--- src/rtl/tt_scan_pkg.sv ---
// Shared types and sizes for the truth-table scanner (tt_scan) and its settle counter.
package tt_scan_pkg;

  localparam int NUM_MINTERMS = 16;
  localparam int IDX_W        = 4;
  localparam int CNT_W        = 5;

  typedef enum logic [1:0] {
    S_IDLE,
    S_SETTLE,
    S_SAMPLE,
    S_FINISH
  } state_e;

endpackage

--- src/rtl/tt_settle_cnt.sv ---
// Settle down-counter: loadable, decrements toward zero, flags when the next value is zero.
module tt_settle_cnt
  import tt_scan_pkg::*;
(
  input  logic             clk,
  input  logic             rst_n,
  input  logic             load_i,
  input  logic             dec_i,
  input  logic [CNT_W-1:0] load_val_i,
  output logic [CNT_W-1:0] cnt_o,
  output logic             zero_o
);

  logic [CNT_W-1:0] cnt_q;
  logic [CNT_W-1:0] cnt_d;

  always_comb begin
    cnt_d = cnt_q;
    if (load_i) begin
      cnt_d = load_val_i;
    end else if (dec_i && (cnt_q != '0)) begin
      cnt_d = cnt_q - CNT_W'(1);
    end
  end

  // NOTE: sequential state uses non-blocking assignments; reset is sampled on the clock edge.
  always_ff @(posedge clk) begin
    if (!rst_n) begin
      cnt_q <= '0;
    end else begin
      cnt_q <= cnt_d;
    end
  end

  // Zero flag of the value being written, so the owner can leave on the edge it reaches 0.
  assign zero_o = (cnt_d == '0);
  assign cnt_o  = cnt_q;

endmodule

--- src/rtl/tt_scan.sv ---
// Truth-table scanner: walks 16 minterms, samples f_in, compares against an expected table.
// Optional second-implementation equivalence check enabled by defining TT_SCAN_DUAL_EN.
module tt_scan
  import tt_scan_pkg::*;
#(
  parameter int SETTLE_CYC = 0
) (
  input  logic                    clk,
  input  logic                    rst_n,
  input  logic                    start,
  input  logic [NUM_MINTERMS-1:0] expected,
  output logic [IDX_W-1:0]        abcd,
  input  logic                    f_in,
`ifdef TT_SCAN_DUAL_EN
  input  logic                    g_in,
  output logic                    equiv,
`endif
  output logic                    busy,
  output logic                    done,
  output logic                    pass,
  output logic [NUM_MINTERMS-1:0] result,
  output logic [4:0]              mismatches
);

  localparam logic [IDX_W-1:0] LAST_IDX   = IDX_W'(NUM_MINTERMS - 1);
  localparam logic [CNT_W-1:0] SETTLE_LD  = CNT_W'(SETTLE_CYC);
  localparam state_e           FIRST_STEP = (SETTLE_CYC == 0) ? S_SAMPLE : S_SETTLE;

  state_e                  state_q, state_d;
  logic [IDX_W-1:0]        idx_q, idx_d;
  logic [NUM_MINTERMS-1:0] exp_q, exp_d;
  logic [NUM_MINTERMS-1:0] result_q, result_d;
  logic [4:0]              mism_q, mism_d;
  logic                    pass_q, pass_d;
  logic                    equiv_q, equiv_d;
  logic                    mismatch_now;
  logic                    diff_now;

  logic             cnt_load;
  logic             cnt_dec;
  logic [CNT_W-1:0] cnt_val;
  logic             cnt_zero;

  // Counter controls depend only on registered state so the zero flag never loops back.
  assign cnt_load = ((state_q == S_IDLE) && start) ||
                    ((state_q == S_SAMPLE) && (idx_q != LAST_IDX));
  assign cnt_dec  = (state_q == S_SETTLE);

  tt_settle_cnt u_settle_cnt (
    .clk        (clk),
    .rst_n      (rst_n),
    .load_i     (cnt_load),
    .dec_i      (cnt_dec),
    .load_val_i (SETTLE_LD),
    .cnt_o      (cnt_val),
    .zero_o     (cnt_zero)
  );

  assign mismatch_now = (f_in != exp_q[idx_q]);
`ifdef TT_SCAN_DUAL_EN
  assign diff_now = (g_in != f_in);
`else
  assign diff_now = 1'b0;
`endif

  // NOTE: every combinational output gets a hold default first, so no latches are inferred.
  always_comb begin
    state_d  = state_q;
    idx_d    = idx_q;
    exp_d    = exp_q;
    result_d = result_q;
    mism_d   = mism_q;
    pass_d   = pass_q;
    equiv_d  = equiv_q;
    unique case (state_q)
      S_IDLE: begin
        if (start) begin
          exp_d    = expected;
          idx_d    = '0;
          result_d = '0;
          mism_d   = '0;
          pass_d   = 1'b0;
          equiv_d  = 1'b1;
          state_d  = FIRST_STEP;
        end
      end
      S_SETTLE: begin
        if (cnt_zero) state_d = S_SAMPLE;
      end
      S_SAMPLE: begin
        result_d[idx_q] = f_in;
        if (mismatch_now) mism_d = mism_q + 5'd1;
        if (diff_now) equiv_d = 1'b0;
        if (idx_q == LAST_IDX) begin
          // Pass is resolved here so it is already valid while done is high.
`ifdef TT_SCAN_DUAL_EN
          pass_d = (mism_d == '0) && equiv_d;
`else
          pass_d = (mism_d == '0);
`endif
          state_d = S_FINISH;
        end else begin
          idx_d   = idx_q + IDX_W'(1);
          state_d = FIRST_STEP;
        end
      end
      S_FINISH: begin
        state_d = S_IDLE;
      end
      default: state_d = S_IDLE;
    endcase
  end

  always_ff @(posedge clk) begin
    if (!rst_n) begin
      state_q  <= S_IDLE;
      idx_q    <= '0;
      exp_q    <= '0;
      result_q <= '0;
      mism_q   <= '0;
      pass_q   <= 1'b0;
      equiv_q  <= 1'b0;
    end else begin
      state_q  <= state_d;
      idx_q    <= idx_d;
      exp_q    <= exp_d;
      result_q <= result_d;
      mism_q   <= mism_d;
      pass_q   <= pass_d;
      equiv_q  <= equiv_d;
    end
  end

  assign busy       = (state_q == S_SETTLE) || (state_q == S_SAMPLE);
  assign abcd       = busy ? idx_q : '0;
  assign done       = (state_q == S_FINISH);
  assign pass       = pass_q;
  assign result     = result_q;
  assign mismatches = mism_q;
`ifdef TT_SCAN_DUAL_EN
  assign equiv      = equiv_q;
`endif

endmodule

--- config.mk ---
export PLATFORM = sky130hd
export DESIGN_NAME = tt_scan
export DESIGN_NICKNAME = d
export VERILOG_FILES = /design/src/rtl/tt_scan_pkg.sv /design/src/rtl/tt_settle_cnt.sv /design/src/rtl/tt_scan.sv
export SDC_FILE = /design/constraint.sdc
export NUM_CORES = 1
export LEC_CHECK = 0
export BUFFER_PORTS_ARGS = -buffer_cell sky130_fd_sc_hd__buf_4
export CAP_MARGIN = 40
export CORE_ASPECT_RATIO = 1.2
export CORE_UTILIZATION = 50
export CTS_CLUSTER_SIZE = 24
export DETAILED_ROUTE_END_ITERATION = 12
export PLACE_DENSITY = 0.76
export SLEW_MARGIN = 30
export SYNTH_ARGS = -nofsm -noshare
export SYNTH_HDL_FRONTEND = slang
export SYNTH_SLANG_ARGS = --single-unit
--- constraint.sdc ---
create_clock -name clk -period 2.8 [get_ports clk]
set_input_delay 0.56 -clock clk [delete_from_list [all_inputs] [get_ports clk]]
set_output_delay 0.56 -clock clk [all_outputs]
set_load 0.05 [all_outputs]
==> results by group <==
Synthesis
  – Syn Area/Cell: 8.577 sq um
  – Most used DFF post-synth: dfxtp_1
  – Asr flop ratio synth: 0%
  – Cell taking the most area after synthesis: dfxtp_1
  – Synthesized area: 0.002599 sq mm
  – Dominant cells by area after synthesis: dfxtp_1 38%, a21boi_0 9.5%, o21ai_0 6.9%
  – Number of synthesized flops with an enable pin: 0
  – Sequential area share after synthesis: 37.75%
  – Synthesized instance count: 303
  – Synth Register Bits: 49
  – Number of distinct library cells after synthesis: 43
  – Synth warn: 0
  – Synth top area share: between 30% and 40%
  – Post-Syn Nets: about 330

Floorplanning
  – Chip Height: 80.98 um
  – Core Area: 0.004975 sq mm
  – Std-Cell Rows: 28
  – Die area: 0.005491 sq mm
  – Die width: 67.81 um
  – Starting density of the core: 52.24%
  – Boundary Pins: between 40 and 50

Cells and area
  – Area of the multi-input gates: 0.001520 sq mm
  – Util after Layout: between 60 and 70%
  – Register area: 980.9 sq um
  – N_diodes: 0
  – P&R area growth vs syn: 17.81%
  – Share of cells above drive strength 1: between 10% and 20%
  – FILL cells: about 470
  – Final instance area: about 0.0031 sq mm
  – Final net count: 375

Critical path
  – Largest fanout on the critical path: 7
  – Req. time, crit path: 3.00 ns
  – Crit path cell chain: mux4_1 -> mux4_2 -> xor2_2 -> and4_4 -> nor2b_1 -> o311a_1
  – Setup Crit Path Kind: flop to flop
  – Slowest cell on the critical path: mux4_1
  – Max stage delay on crit path: 0.59 ns
  – Crit path arrival time: 2.80 ns
  – CP startpoint kind: flop
  – Crit. End Element: flop

GRT
  – Global route overflow: 0
  – Initial antenna violation count: 0
  – Number of global-route vias before repair: just over 2000
  – Largest net degree at the start of global routing: between 40 and 50
  – GRT Util Overall: 22.05%
  – First-pass GRT wire length: slightly above 9000 um

Power and ir drop
  – Max VDD drop: 293.0 uV
  – PwrDens: 427.9 mW/mm^2
  – P_leak: 1.287 nW

CTS
  – CTS H-tree lvls: 2
  – Root Buffer: clkbuf_8
  – Setup repair bufs after CTS: 0
  – Post-cts hold buffer count: 0
  – CTS max path bufs: 2
  – # clock sinks: 49
  – CTS buffer count: 5
  – Skew-Pair Late Insertion Delay: 0.30 ns
  – Post-CTS sizing: 0
  – CTS tree: built
  – Reg clk slew, reported paths: 0.09 ns

Routing
  – Post-route ant nets: 0
  – Wire per inst: 13.55 um
  – Vias: 2224
  – Drt via density: 5.491
  – Pre-antenna DRT Iters: 8
  – Drt initial violations: 181
  – DRC Markers: 0
  – Routed wire length: 5486 um

Status
  – Status: finished, final reports clean

STA
  – Max-slew violation count: 0
  – Unrepaired setup endpoints after global routing: false
  – Tcrit/Tclk final: 93.01%
  – Fmax: approximately 0.38 GHz
  – Finish-stage setup viols: 0
  – Setup Total Neg Slack: 0 ns
  – Worst hold slack: 0.4629 ns
  – Max-slew headroom: 57.53%
  – Skew final: 0.007872 ns
  – Final hold vios: 0
  – Tmin final: 2.604 ns
  – Worst-margin pin slew: 0.6370 ns

Hold path
  – HP Class: flop to flop

Placement
  – IO Port Bufs: 47
  – Routability cong.: roughly 0.80
  – Post-DP HPWL: 3923 um
  – Area after DPL: 0.002982 sq mm

Job
  – Max Cap Violations: 0
synthesized netlist by cell type (3+ instances only):
| master | count |
|---|---|
| a21boi_0 | 33 |
| a21oi_1 | 6 |
| and2_1 | 23 |
| clkbuf_1 | 14 |
| dfxtp_1 | 49 |
| ha_1 | 11 |
| inv_1 | 8 |
| mux2i_1 | 3 |
| mux4_1 | 4 |
| nand2_1 | 43 |
| nand2b_1 | 6 |
| nand3_1 | 11 |
| nor2_1 | 15 |
| nor2b_1 | 7 |
| o21ai_0 | 36 |
| xor2_1 | 3 |
worst paths after layout:
path             start             to  slack (ns)  cells past startpoint
max           idx_q[2]  mismatches[3]        0.20                      6
min          exp_q[15]      exp_q[15]        0.46                      2
max reg2reg   idx_q[2]  mismatches[3]        0.20                      6
min reg2reg  exp_q[15]      exp_q[15]        0.46                      2
through the flow:
step	power [mW]	instances	setup slack [ns]
CTS	1.321	405	0.1889
global placement	0.9173	397	0.3011
floorplan	0.8634	303	0.4113
detailed placement	0.9207	397	0.2057
global route	1.373	405	0.1091
finish	1.310	405	0.1956
layout make-up:
cell class	instances	share of cell area, %
Clock buffer	8	2.615
Multi-Input combinational cell	230	49.65
Tap cell	60	2.452
Sequential cell	49	32.04
Timing Repair Buffer	50	12.26
Inverter	8	0.9808
placed cells by master, fill, tap and decap left out, types with 2 or more instances in the layout:
master | Yosys | routed
buf_4 | 0 | 50
dfxtp_1 | 49 | 49
nand2_1 | 43 | 43
o21ai_0 | 36 | 36
a21boi_0 | 33 | 33
and2_1 | 23 | 23
nor2_1 | 15 | 15
nand3_1 | 11 | 11
ha_1 | 11 | 11
inv_1 | 8 | 8
nor2b_1 | 7 | 7
nand2b_1 | 6 | 6
a21oi_1 | 6 | 6
clkbuf_8 | 0 | 5
mux4_1 | 4 | 4
xor2_1 | 3 | 3
mux2i_1 | 3 | 3
clkbuf_1 | 14 | 3
a211oi_1 | 2 | 2
nor3_1 | 2 | 2
nand4_1 | 2 | 2
xnor2_1 | 2 | 2
where the power goes:
group	internal, mW	switching [mW]
logic	0.0719	0.105
clock network	0.178	0.228
registers	0.714	0.0131
total	0.964	0.346
flip-flops by register name (all words and copies together), names as in the netlist:
register,cells
pass,1
mismatches,5
exp_q,16
u_settle_cnt.cnt_o,5
result,16
state_q,2
idx_q,4
kinds of logic after synthesis:
group,Yosys count,synth area share (%)
fa+ha+maj,11,5.296
xor+xnor,6,2.312
flops,49,37.75
compound gates,86,21.47
mux,9,6.500
simple gates,118,22.92
buf+inv,24,3.755
metal layers:
metal	track usage, %	vias up	share of wire (%)
li1	-	1136	-
met1	27.58	1031	46
met2	37.62	53	49
met3	3.792	4	4.5
met4	7.500	0	0.91
met5	0	-	0
critical path: cells and delay by family (launching register included):
kind	cells	cell delay [ns]
mux	2	1.11
xor+xnor	1	0.32
flops	1	0.45
compound gates	1	0.28
simple gates	2	0.34
(Power assumes the default switching activity.)
